$ cat config.mk
export PLATFORM = sky130hd
export DESIGN_NAME = hilo_md_ctrl
export DESIGN_NICKNAME = d
export VERILOG_FILES = /design/src/rtl/hilo_md_pkg.sv /design/src/rtl/md_shift_core.sv /design/src/rtl/hilo_md_ctrl.sv
export SDC_FILE = /design/constraint.sdc
export NUM_CORES = 1
export LEC_CHECK = 0
export CAP_MARGIN = 20
export CORE_ASPECT_RATIO = 1.2
export CORE_MARGIN = 1.5
export CORE_UTILIZATION = 60
export CTS_CLUSTER_SIZE = 14
export DETAILED_ROUTE_END_ITERATION = 8
export PLACE_DENSITY = 0.82
export SETUP_SLACK_MARGIN = 0.2
export SLEW_MARGIN = 25
export SYNTH_ARGS = -nofsm -noshare
export SYNTH_HDL_FRONTEND = slang
export SYNTH_SLANG_ARGS = --single-unit
$ cat constraint.sdc
create_clock -name clk -period 7 [get_ports clk]
set_input_delay 0.7 -clock clk [delete_from_list [all_inputs] [get_ports clk]]
set_output_delay 0.7 -clock clk [all_outputs]
set_load 0.02 [all_outputs]
$ cat src/rtl/hilo_md_pkg.sv
// Shared definitions for the HI/LO multiply/divide sequencer: op encodings,
// controller states and small arithmetic helpers.
package hilo_md_pkg;

    localparam int MD_ITER = 32;

    localparam logic [2:0] MD_MULT  = 3'd0;
    localparam logic [2:0] MD_MULTU = 3'd1;
    localparam logic [2:0] MD_DIV   = 3'd2;
    localparam logic [2:0] MD_DIVU  = 3'd3;
    localparam logic [2:0] MD_MTHI  = 3'd4;
    localparam logic [2:0] MD_MTLO  = 3'd5;

    typedef enum logic [1:0] {
        IDLE = 2'd0,
        CALC = 2'd1,
        FIX  = 2'd2
    } md_state_t;

    function automatic logic md_is_muldiv(input logic [2:0] code);
        case (code)
            MD_MULT, MD_MULTU, MD_DIV, MD_DIVU: return 1'b1;
            default:                            return 1'b0;
        endcase
    endfunction

    // Magnitude of a signed operand; 0x80000000 maps onto itself as unsigned.
    function automatic logic [31:0] md_abs(input logic [31:0] v, input logic sgn);
        if (sgn && v[31]) begin
            return 32'd0 - v;
        end else begin
            return v;
        end
    endfunction

endpackage

$ cat src/rtl/md_shift_core.sv
// Iterative unsigned datapath: shift-add multiply into a 64-bit accumulator, or
// restoring shift-subtract divide with {remainder, quotient} sharing the same register.
module md_shift_core (
    input  logic        clk,
    input  logic        rst_n,
    input  logic        load,
    input  logic        step,
    input  logic        div,
    input  logic [31:0] opa,
    input  logic [31:0] opb,
    output logic [63:0] acc
);

    logic [63:0] acc_r;
    logic [31:0] opnd_r;
    logic        div_r;
    logic [32:0] msum_s;
    logic [32:0] shl_s;
    logic        ge_s;
    logic [31:0] rsub_s;
    logic [63:0] acc_nxt_s;

    // One iteration of either algorithm, selected by the latched mode.
    always_comb begin
        msum_s    = {1'b0, acc_r[63:32]} + (acc_r[0] ? {1'b0, opnd_r} : 33'd0);
        shl_s     = {acc_r[63:32], acc_r[31]};
        ge_s      = (shl_s >= {1'b0, opnd_r});
        rsub_s    = shl_s[31:0] - opnd_r;
        acc_nxt_s = acc_r;
        if (!div_r) begin
            acc_nxt_s = {msum_s, acc_r[31:1]};
        end else if (ge_s) begin
            acc_nxt_s = {rsub_s, acc_r[30:0], 1'b1};
        end else begin
            acc_nxt_s = {shl_s[31:0], acc_r[30:0], 1'b0};
        end
    end

    // Operand load on accept, then one step per CALC cycle.
    always_ff @(posedge clk or negedge rst_n) begin
        if (!rst_n) begin
            acc_r  <= 64'd0;
            opnd_r <= 32'd0;
            div_r  <= 1'b0;
        end else if (load) begin
            div_r  <= div;
            opnd_r <= div ? opb : opa;
            acc_r  <= {32'd0, (div ? opa : opb)};
        end else if (step) begin
            acc_r  <= acc_nxt_s;
        end
    end

    assign acc = acc_r;

endmodule

$ cat src/rtl/hilo_md_ctrl.sv
// HI/LO owner: sequences MULT/MULTU/DIV/DIVU through the shift core, applies
// sign fix-up, and handles single-cycle MTHI/MTLO writes.
module hilo_md_ctrl
    import hilo_md_pkg::*;
#(
    parameter int ITER = MD_ITER
) (
    input  logic        clk,
    input  logic        rst_n,
    input  logic        start,
    input  logic [2:0]  op,
    input  logic [31:0] a,
    input  logic [31:0] b,
    input  logic        flush,
    output logic        busy,
    output logic        done,
    output logic [31:0] hi,
    output logic [31:0] lo
);

    localparam int CW = $clog2(ITER);
    localparam logic [CW-1:0] LAST = CW'(ITER - 1);

    md_state_t   state_r, state_nxt_s;
    logic [CW-1:0] cnt_r;
    logic        load_s, step_s, commit_s, mthi_s, mtlo_s, busy_s;
    logic        is_div_s, sgn_s;
    logic        is_div_r, neg_r, rneg_r, dz_r;
    logic [31:0] a_r, hi_r, lo_r;
    logic        done_r;
    logic [63:0] acc_s, prod_s;
    logic [31:0] quo_s, rem_s, fix_hi_s, fix_lo_s;

    // Next-state and per-cycle control; flush always wins over start and commit.
    always_comb begin
        state_nxt_s = state_r;
        load_s      = 1'b0;
        step_s      = 1'b0;
        commit_s    = 1'b0;
        mthi_s      = 1'b0;
        mtlo_s      = 1'b0;
        busy_s      = 1'b0;
        case (state_r)
            IDLE: begin
                if (start && !flush) begin
                    if (md_is_muldiv(op)) begin
                        load_s      = 1'b1;
                        busy_s      = 1'b1;
                        state_nxt_s = CALC;
                    end else if (op == MD_MTHI) begin
                        mthi_s = 1'b1;
                    end else if (op == MD_MTLO) begin
                        mtlo_s = 1'b1;
                    end else begin
                        state_nxt_s = IDLE;
                    end
                end else begin
                    state_nxt_s = IDLE;
                end
            end
            CALC: begin
                busy_s = 1'b1;
                if (flush) begin
                    state_nxt_s = IDLE;
                end else begin
                    step_s = 1'b1;
                    if (cnt_r == LAST) begin
                        state_nxt_s = FIX;
                    end else begin
                        state_nxt_s = CALC;
                    end
                end
            end
            FIX: begin
                busy_s      = 1'b1;
                commit_s    = !flush;
                state_nxt_s = IDLE;
            end
            default: begin
                state_nxt_s = IDLE;
            end
        endcase
    end

    // Operand decode at accept.
    always_comb begin
        is_div_s = (op == MD_DIV) || (op == MD_DIVU);
        sgn_s    = (op == MD_MULT) || (op == MD_DIV);
    end

    md_shift_core u_core (
        .clk   (clk),
        .rst_n (rst_n),
        .load  (load_s),
        .step  (step_s),
        .div   (is_div_s),
        .opa   (md_abs(a, sgn_s)),
        .opb   (md_abs(b, sgn_s)),
        .acc   (acc_s)
    );

    // Sign correction of the unsigned core result.
    always_comb begin
        prod_s   = neg_r ? (64'd0 - acc_s) : acc_s;
        quo_s    = neg_r ? (32'd0 - acc_s[31:0]) : acc_s[31:0];
        rem_s    = rneg_r ? (32'd0 - acc_s[63:32]) : acc_s[63:32];
        fix_hi_s = prod_s[63:32];
        fix_lo_s = prod_s[31:0];
        if (!is_div_r) begin
            fix_hi_s = prod_s[63:32];
            fix_lo_s = prod_s[31:0];
        end else if (dz_r) begin
            fix_hi_s = a_r;
            fix_lo_s = 32'hFFFF_FFFF;
        end else begin
            fix_hi_s = rem_s;
            fix_lo_s = quo_s;
        end
    end

    // Controller state, iteration counter and latched operation attributes.
    always_ff @(posedge clk or negedge rst_n) begin
        if (!rst_n) begin
            state_r  <= IDLE;
            cnt_r    <= '0;
            is_div_r <= 1'b0;
            neg_r    <= 1'b0;
            rneg_r   <= 1'b0;
            dz_r     <= 1'b0;
            a_r      <= 32'd0;
        end else begin
            state_r <= state_nxt_s;
            if (load_s) begin
                cnt_r    <= '0;
                is_div_r <= is_div_s;
                neg_r    <= sgn_s & (a[31] ^ b[31]);
                rneg_r   <= sgn_s & a[31];
                dz_r     <= (b == 32'd0);
                a_r      <= a;
            end else if (step_s) begin
                cnt_r <= cnt_r + CW'(1);
            end
        end
    end

    // Architectural HI/LO and the done pulse.
    always_ff @(posedge clk or negedge rst_n) begin
        if (!rst_n) begin
            hi_r   <= 32'd0;
            lo_r   <= 32'd0;
            done_r <= 1'b0;
        end else begin
            done_r <= commit_s;
            if (commit_s) begin
                hi_r <= fix_hi_s;
                lo_r <= fix_lo_s;
            end else if (mthi_s) begin
                hi_r <= a;
            end else if (mtlo_s) begin
                lo_r <= a;
            end
        end
    end

    assign busy = busy_s;
    assign done = done_r;
    assign hi   = hi_r;
    assign lo   = lo_r;

endmodule

## Word-level counts from Yosys, hierarchy flattened

Index checks and enable logic that the tools add are counted.

- Register bits after elaboration: 204
- Input bits: 71
- Logic and storage cells: 100
- Output and inout port bits: 66

- Bitwise gates (word level): 3
- Equality and inequality tests: 11
- Add/sub/neg operators: 8
- Reductions and logical operators: 16
- Muxes and demuxes: 49
- $lt $le $gt $ge: 1

Operators by type and width:

| operator | count |
|---|---|
| $mux 32 | 16 |
| $mux 64 | 5 |
| $sub 1x32->32 const A | 4 |
| $sub 1x64->64 const A | 1 |
| $add 32x33->33 | 1 |
| $ge 33x32->1 | 1 |
| $logic_not 32->1 | 1 |
| $sub 32x32->32 | 1 |
| $mux 1 | 18 |
| $mux 2 | 6 |
| $mux 5 | 2 |
| $ne 4x4->1 const B | 2 |
| $eq 3x2->1 const B | 2 |
| $eq 3x3->1 const B | 2 |
| $reduce_bool 2->1 | 3 |
| $add 5x1->5 const B | 1 |
| $eq 5x5->1 const B | 1 |
| $pmux 2 s2 | 1 |
| $reduce_and 2->1 | 2 |
| $reduce_or 4->1 | 1 |
| $eq 3x1->1 const B | 1 |
| $logic_and 1x1->1 | 3 |
| $logic_not 3->1 | 1 |
| $and 1x1->1 | 2 |
| other kinds (9) | 10 |

## Longest topological paths before layout

Gate-level depths: netlist of the first run.

- Word-level depth: 11
- Depth in mapped cells: 15
- Depth with buffers taken out: 13

## Hierarchy

Synthesis of the first run repeated with hierarchy kept, for this count alone.

- Cells, all modules: 2229
- Area total of the unflattened synthesis: 17845.9 um^2

Modules (own cells, without submodules):

| module | seq. area each (um^2) | cells an instance | area each (um^2) | instances |
|---|---|---|---|---|
| md_shift_core | 2427.3 | 1079 | 9023.7 | 1 |
| hilo_md_ctrl | 2702.6 | 1150 | 8822.2 | 1 |

## Worst setup path before layout of the first run

OpenSTA, ideal clock, no wires.

- Path kind: register to register
- From: register u_core.acc_r[13], in the netlist u_core.acc[13]
- To: register hi_r[27], in the netlist hi[27]
- Period minus slack after synthesis: 3.285 ns
- Library setup time: 0.104 ns
- Data arrival time: 3.181 ns
- Setup slack: 3.715 ns
- Cell stages (with the launch flop): 11
- Data required time: 6.896 ns
- Cell sequence: dfrtp_1 -> or4_4 -> or4_4 -> buf_6 -> or3_1 -> buf_2 -> or4_4 -> or2_4 -> o31ai_4 -> xor2_1 -> a221oi_1

- Word-level cells in the longest chain between the ends: 4

Ends and longest elaborated chain:

| what | line | source |
|---|---|---|
| start: declaration | md_shift_core.sv:14 | `logic [63:0] acc_r;` |
| start signal: assignment | md_shift_core.sv:48 | `acc_r <= {32'd0, (div ? opa : opb)};` |
| start signal: assignment | md_shift_core.sv:50 | `acc_r <= acc_nxt_s;` |
| $sub 1x64->64 | hilo_md_ctrl.sv:104 | `prod_s = neg_r ? (64'd0 - acc_s) : acc_s;` |
| $mux 64 | hilo_md_ctrl.sv:104 |  |
| $mux 32 | hilo_md_ctrl.sv:109 | `if (!is_div_r) begin` |
| $mux 32 | hilo_md_ctrl.sv:154 | `if (commit_s) begin` |
| end signal: assignment | hilo_md_ctrl.sv:155 | `hi_r <= fix_hi_s;` |
| end: declaration | hilo_md_ctrl.sv:29 | `logic [31:0] a_r, hi_r, lo_r;` |

No other way between the ends.
A chain may end at the register's enable or synchronous reset.

## Worst setup path in the final report of the first run

- From: register u_core.acc_r[34], in the netlist u_core.acc[34]
- To: register u_core.acc_r[33], in the netlist u_core.acc[33]

- Word-level cells in the longest chain between the ends: 5

Ends and longest elaborated chain:

| what | line | source |
|---|---|---|
| $ge 33x32->1 | md_shift_core.sv:27 | `ge_s = (shl_s >= {1'b0, opnd_r});` |
| $mux 64 | md_shift_core.sv:32 | `end else if (ge_s) begin` |
| $mux 64 * | md_shift_core.sv:30 | `if (!div_r) begin` |
| $mux 64 * | md_shift_core.sv:49 | `end else if (step) begin` |
| $mux 64 * | md_shift_core.sv:45 | `end else if (load) begin` |

Every way passes the cells marked *; elsewhere a longest branch is shown, timed or not. The select of a mux whose other input is x is not followed.

==> reports/metrics.cfg, run 1 <==
[status]
outcome = finished clean

[setup_path]
endpoint = u_core.acc[33]
reg2reg_from = u_core.acc[34]
critical_path_required_ns = 7.38
critical_path_class = flip-flop to flip-flop
crit_path_max_fanout = 33
crit_path_start = u_core.acc[34]
rrSetupSlack_ns = 2.97
reg2regPathDepth = 11
timing.critical_path.arrival_ns = 4.42
startpoint_type = flip-flop
worstSetupEndpointType = flip-flop
regToRegEndpoint = u_core.acc[33]

[final_layout]
syn2layout_area_growth_pct = 13.1
antenna_cells = 0
final_core_utilization_pct = 69.4
final_layout_size_suffix_gt1_share_pct = 4.50
layout.nets = 2418
layout.cells.most_common = sky130_fd_sc_hd__nand2_1
filler_cell_count = 2412
layout.cells.most_common_list = sky130_fd_sc_hd__nand2_1, sky130_fd_sc_hd__nor2_1, sky130_fd_sc_hd__dfrtp_1

[timing]
clock-skew-final_ns = 0.0338
setup_repair_after_global_routing_missed_its_margin = no
tns_ns = 0
tightest_slew_ns = 1.08
max_freq_mhz = 248
report.final.hold_viol_count = 0
finalWorstPathRequiredPeriod_ns = 4.03
timing.final.crit_share_pct = 57.6
final-setup-viol-count = 0
finalMaxSlewViolations = 0
max-slew-margin-rel_pct = 27.9

[route]
first_iter_violations = 2338
total_vias_in_the_final_route = 18300
detail_route.drc_violations = 0
viasPerCell = 6.85
wl_per_cell_um = 25.0
routed_wl_um = 66600
drt_first_pass_iters = 8
drtAntennaViolNets = 0

[floorplanning]
chipWidth_um = 158
placeableCoreArea_um2 = 28200
num_ports = 137
floorplan.initialDensity_pct = 61.4
die_height_um = 189
die_area_um2 = 29800
placementRows = 67

[synth]
synth-main-ff-cell = sky130_fd_sc_hd__dfrtp_1
synth_async_sr_flop_share_pct = 100
synthesized_instance_count = 2250
synth_nets = 2397
ys_ff_latch = 204
syn-cell-area_um2 = 17300
yosys_warning_total = 0
syn_avg_cell_area_um2 = 7.68
synth_sequential_area_ratio_pct = 29.5
yosys.cell_types.count = 75
synth-edff-count = 0

[global_routing]
via_count_of_the_first_global_routing_pass = 17500
global_route.usage.total_pct = 44.7
grt_overflow = 0
antenna_violations_before_repair = 0
grt_start_max_net_pins = 80
grt_first_pass_wirelength_um = 101000

[placed_design]
finalWeightedCongestion = 1.06
dpl.hpwl_um = 49100
numPortBuffers = 136

[worst_hold_path]
hold_class = input pin to asynchronous set/reset pin

[clock_network]
register_clock_pin_slew_on_the_reported_worst_setup_and_hold_paths_ns = 0.06
clock_latency_ns = 0.55
clock_tree.buffer_depth = 3
tritoncts = built
hold_buffers = 0
ctsHtreeMaxLevel = 1
post_cts.resized_instances = 0
cts_inserted_buffers = 24
post_cts.repair.setup_buffers = 0
clock_tree.root_cell = sky130_fd_sc_hd__clkbuf_16
clock_sink_count = 204

[pwr]
sequentialPowerShare_pct = 27.5
p_comb_share_pct = 55.4
p_leak_nw = 8.05
cellPowerDensity_nw_per_um2 = 409
power.clock.fraction_pct = 17.1
irDropWorstVdd_mv = 0.243
switching_share_pct = 48.7
power.switching_mw = 3.89
internal-power_mw = 4.10

[job]
maxCapViolCount = 0

## cells in the mapped netlist (7+ instances only)
library cell | n | area share [%]
sky130_fd_sc_hd__nand2_1 | 354 | 7.7
sky130_fd_sc_hd__nor2_1 | 209 | 4.5
sky130_fd_sc_hd__dfrtp_1 | 204 | 30
sky130_fd_sc_hd__o21ai_0 | 187 | 5.4
sky130_fd_sc_hd__a21oi_1 | 176 | 5.1
sky130_fd_sc_hd__clkbuf_1 | 140 | 3.0
sky130_fd_sc_hd__xnor2_1 | 89 | 4.5
sky130_fd_sc_hd__xor2_1 | 89 | 4.5
sky130_fd_sc_hd__mux2i_1 | 81 | 4.7
sky130_fd_sc_hd__ha_1 | 74 | 5.4
sky130_fd_sc_hd__inv_1 | 65 | 1.4
sky130_fd_sc_hd__o211ai_1 | 40 | 1.7
sky130_fd_sc_hd__a211oi_1 | 37 | 1.6
sky130_fd_sc_hd__nor3_1 | 36 | 1.0
sky130_fd_sc_hd__nand3_1 | 35 | 1.0
sky130_fd_sc_hd__a32oi_1 | 31 | 1.6
sky130_fd_sc_hd__a21o_1 | 24 | 1.0
sky130_fd_sc_hd__o221ai_1 | 23 | 1.2
sky130_fd_sc_hd__nand4_1 | 22 | 0.80
sky130_fd_sc_hd__or4_1 | 22 | 0.96
sky130_fd_sc_hd__or3_1 | 20 | 0.72
sky130_fd_sc_hd__nor2b_1 | 19 | 0.69
sky130_fd_sc_hd__nor4_1 | 18 | 0.65
sky130_fd_sc_hd__o31ai_1 | 18 | 0.78
sky130_fd_sc_hd__a31oi_1 | 17 | 0.62
sky130_fd_sc_hd__o21a_1 | 16 | 0.69
sky130_fd_sc_hd__and2_1 | 15 | 0.54
sky130_fd_sc_hd__o41ai_1 | 14 | 0.71
sky130_fd_sc_hd__buf_1 | 13 | 0.28
sky130_fd_sc_hd__o22ai_1 | 13 | 0.47
sky130_fd_sc_hd__and3_1 | 12 | 0.43
sky130_fd_sc_hd__mux2_2 | 12 | 0.78
sky130_fd_sc_hd__nand2b_1 | 12 | 0.43
sky130_fd_sc_hd__a221oi_1 | 9 | 0.46
sky130_fd_sc_hd__a22oi_1 | 9 | 0.39
sky130_fd_sc_hd__o21bai_1 | 9 | 0.39
sky130_fd_sc_hd__or2_2 | 7 | 0.25
## registers in the layout, summed over array words and instances (netlist names)
register and cells:
neg_r 1, state_r 2, a_r 32, cnt_r 5, rneg_r 1, hi 32
u_core.div_r 1, u_core.opnd_r 32, done 1, dz_r 1, lo 32, u_core.acc 64
## power groups by stage
stage | Combinational, mW | Sequential, mW | Clock, mW
global placement | 4.24 | 2.16 | 0
CTS | 4.33 | 2.16 | 1.36
floorplan | 3.09 | 1.94 | 0
detailed placement | 4.29 | 2.17 | 0
finish | 4.43 | 2.20 | 1.36
global route | 4.78 | 2.22 | 1.41
## worst max-delay path, cell delays in order, from the launching register on
cell	delay [ns]
sky130_fd_sc_hd__dfrtp_1	0.62
sky130_fd_sc_hd__ha_1	0.37
sky130_fd_sc_hd__a21o_1	0.20
sky130_fd_sc_hd__a21oi_1	0.28
sky130_fd_sc_hd__nand3_1	0.14
sky130_fd_sc_hd__a31oi_1	0.44
sky130_fd_sc_hd__o211ai_1	0.21
sky130_fd_sc_hd__a21boi_4	0.51
sky130_fd_sc_hd__buf_4	0.46
sky130_fd_sc_hd__mux2_2	0.40
sky130_fd_sc_hd__a21oi_1	0.17
sky130_fd_sc_hd__a211oi_1	0.07
## logic make-up after synthesis
logic type	after synthesis	share of synthesized area (%)
xor+xnor	178	9.02
compound gates	670	24.6
flops	204	29.5
fa+ha+maj	76	5.59
buf+inv	227	5.04
mux	93	5.47
simple gates	802	20.8
## layout make-up
type                       count  area, um^2  area share, %
clock buffer                  30         663           3.39
clock inverter                13         185          0.947
inverter                      66         248           1.27
multi-input combinational   1819       11400           58.1
sequential                   204        5110           26.1
tap                          379         474           2.43
timing repair buffer         156        1510           7.72
## routing by layer
metal / share of wire (%) / GRT usage (%)
met1: 36 / 53.8
met2: 45 / 71.1
met3: 9.9 / 8.51
met4: 9.0 / 32.5
met5: 0 / 0
## worst min-delay path by stage
stage	slack [ns]	endpoint	start
after floorplan	0.40	a_r[0]	rst_n
after global placement	0.45	a_r[2]	a_r[2]
after detailed placement	0.46	a_r[17]	a_r[17]
after CTS	0.22	lo[19]	rst_n
after global routing	0.24	lo[7]	rst_n
final	0.19	lo[19]	rst_n
## through the flow
stage               std cells  area [um^2]  hold slack (ns)  setup slack [ns]  total power [mW]
finish                   2667        19600            0.189              2.97              7.99
global route             2667        19600            0.244              2.72              8.41
CTS                      2667        19500            0.219              3.08              7.84
detailed placement       2624        18700            0.461              3.10              6.46
global placement         2624        18700            0.453              2.94              6.40
floorplan                2250        17300            0.404              3.71              5.03
Note: power is estimated with default switching activity, not from simulation.
==> inputs of run 2 (changes only) <==
==> constraint.sdc (replaced) <==
create_clock -name clk -period 3.8 [get_ports clk]
set_input_delay 0.38 -clock clk [delete_from_list [all_inputs] [get_ports clk]]
set_output_delay 0.38 -clock clk [all_outputs]
set_load 0.02 [all_outputs]
==> reports/metrics.cfg, run 2 (synthesized netlist as in run 1, its figures left out) <==
[route]
routed_wl_um = 67500
total_vias_in_the_final_route = 18600
first_iter_violations = 2294
viasPerCell = 6.78
drt_first_pass_iters = 7
detail_route.drc_violations = 0
wl_per_cell_um = 24.6
drtAntennaViolNets = 0

[pwr]
p_leak_nw = 8.45
sequentialPowerShare_pct = 24.6
power.switching_mw = 7.25
switching_share_pct = 48.1
p_comb_share_pct = 59.7
power.clock.fraction_pct = 15.7
internal-power_mw = 7.83
cellPowerDensity_nw_per_um2 = 747
irDropWorstVdd_mv = 0.493

[setup_path]
worstSetupEndpointType = flip-flop
timing.critical_path.arrival_ns = 4.01
reg2regPathDepth = 13
crit_path_top_delay_cell = sky130_fd_sc_hd__dfrtp_1
crit_path_start = u_core.acc[0]
critical_path_required_ns = 4.22
worstPathBufferInverterCount = 2
reg2reg_from = u_core.acc[0]
cp_num_cells = 13
cp_delay_by_family_top = compound AO/OA/AOI/OAI gates
rrSetupSlack_ns = 0.21
startpoint_type = flip-flop
regToRegEndpoint = u_core.acc[60]
critical_path_class = flip-flop to flip-flop
crit_path_max_fanout = 10
crit_path_cell_trace = clkinvlp_4 -> nor2_1 -> ha_1 -> and3_1 -> and2_1 -> a31oi_2 -> nor4_1 -> buf_4 -> o311a_1 -> o21ai_0 -> a21o_1 -> a21boi_0 -> a211o_1
endpoint = u_core.acc[60]
max_stage_delay_ns = 0.47

[global_routing]
grt_overflow = 0
via_count_of_the_first_global_routing_pass = 17800
global_route.usage.total_pct = 45.1
antenna_violations_before_repair = 1
grt_start_max_net_pins = 106
grt_first_pass_wirelength_um = 102000

[placed_design]
finalWeightedCongestion = 1.06
placedCellCount = 2707
dp_slack_ns = 0.250
dpl.hpwl_um = 50500
numPortBuffers = 136

[final_layout]
count_of_non_filler_cells_in_the_finished_layout = 2750
layout.cells.most_common_list = sky130_fd_sc_hd__nand2_1, sky130_fd_sc_hd__nor2_1, sky130_fd_sc_hd__dfrtp_1
layout.nets = 2503
layout.cells.most_common = sky130_fd_sc_hd__nand2_1
number_of_flip_flops_in_the_largest_register = 64
final_layout_size_suffix_gt1_share_pct = 7.97
syn2layout_area_growth_pct = 16.9

[floorplanning]
placementRows = 67
num_ports = 137
die_height_um = 189
die_area_um2 = 29800
placeableCoreArea_um2 = 28200
chipWidth_um = 158
floorplan.initialDensity_pct = 61.4

[timing]
setup_slack_ns = 0.211
finalWorstPathRequiredPeriod_ns = 3.59
tns_ns = 0
timing.final.crit_share_pct = 94.5
report.final.hold_viol_count = 0
max-slew-margin-rel_pct = 27.9
tightest_slew_ns = 1.08
final-setup-viol-count = 0
max_freq_mhz = 279
finalMaxSlewViolations = 0
setup_repair_after_global_routing_missed_its_margin = yes
clock-skew-final_ns = 0.0286

[clock_network]
clock_sink_count = 204
clock_latency_ns = 0.54
cts_inserted_buffers = 23
ctsHtreeMaxLevel = 1
clock_tree.buffer_depth = 3
tritoncts = built
clock_tree.root_cell = sky130_fd_sc_hd__clkbuf_16
register_clock_pin_slew_on_the_reported_worst_setup_and_hold_paths_ns = 0.07

[worst_hold_path]
hold_class = input pin to flip-flop

[job]
maxCapViolCount = 0

[status]
outcome = finished clean

## run 2: what timing repair did
| action | in CTS | in global routing |
|---|---|---|
| hold endpoints to repair | 2 | 0 |
| gates resized for setup | 0 | 11 |
| setup endpoints to repair | 0 | 15 |
| hold buffers | 1 | 0 |
| setup buffers | 0 | 2 |
## run 2: power groups by stage
stage / Sequential (mW) / Combinational (mW) / Clock (mW)
CTS: 3.66 / 8.70 / 2.36
global placement: 3.66 / 8.52 / 0
floorplan: 3.56 / 5.70 / 0
detailed placement: 3.68 / 8.64 / 0
global route: 3.76 / 9.64 / 2.45
finish: 3.70 / 9.01 / 2.37
## run 2: worst min path at each step
stage / slack, ns / to / cells past startpoint / from
after floorplan: 0.08 / a_r[0] / 0 / rst_n
after global placement: 0.45 / a_r[2] / 2 / a_r[2]
after detailed placement: 0.46 / a_r[14] / 2 / a_r[14]
after CTS: 0.31 / state_r[1] / 5 / op[1]
after global routing: 0.32 / state_r[1] / 5 / op[1]
final: 0.32 / state_r[1] / 5 / op[1]
## run 2: layout make-up
cell class / instances / area, um^2
antenna: 1 / 2.50
clock buffer: 30 / 642
clock inverter: 9 / 135
fill: 2315 / 7960
inverter: 66 / 251
multi-input combinational: 1819 / 11400
sequential: 204 / 5110
tap: 379 / 474
timing repair buffer: 242 / 2180
## run 2: tightest hold or removal path: stages
cell	delay [ns]
sky130_fd_sc_hd__buf_2	0.09
sky130_fd_sc_hd__nor4b_1	0.06
sky130_fd_sc_hd__buf_4	0.14
sky130_fd_sc_hd__nand2_1	0.05
sky130_fd_sc_hd__o21ai_0	0.07
## run 2: metal layers
| metal | track usage, % | routed length (um) |
|---|---|---|
| met3 | 8.61 | 7040 |
| met2 | 71.0 | 30300 |
| met1 | 55.4 | 24300 |
| met4 | 31.7 | 5890 |
| met5 | 0 | 0 |
## run 2: per-stage QoR
stage	instance area [um^2]	power, mW	util (%)	hold slack, ns
after floorplan	17300	9.26	-	0.0844
after global placement	19300	12.2	68.7	0.453
after detailed placement	19300	12.3	68.7	0.463
after CTS	20100	14.7	71.5	0.308
after global routing	20200	15.8	71.7	0.323
final	20200	15.1	71.7	0.318
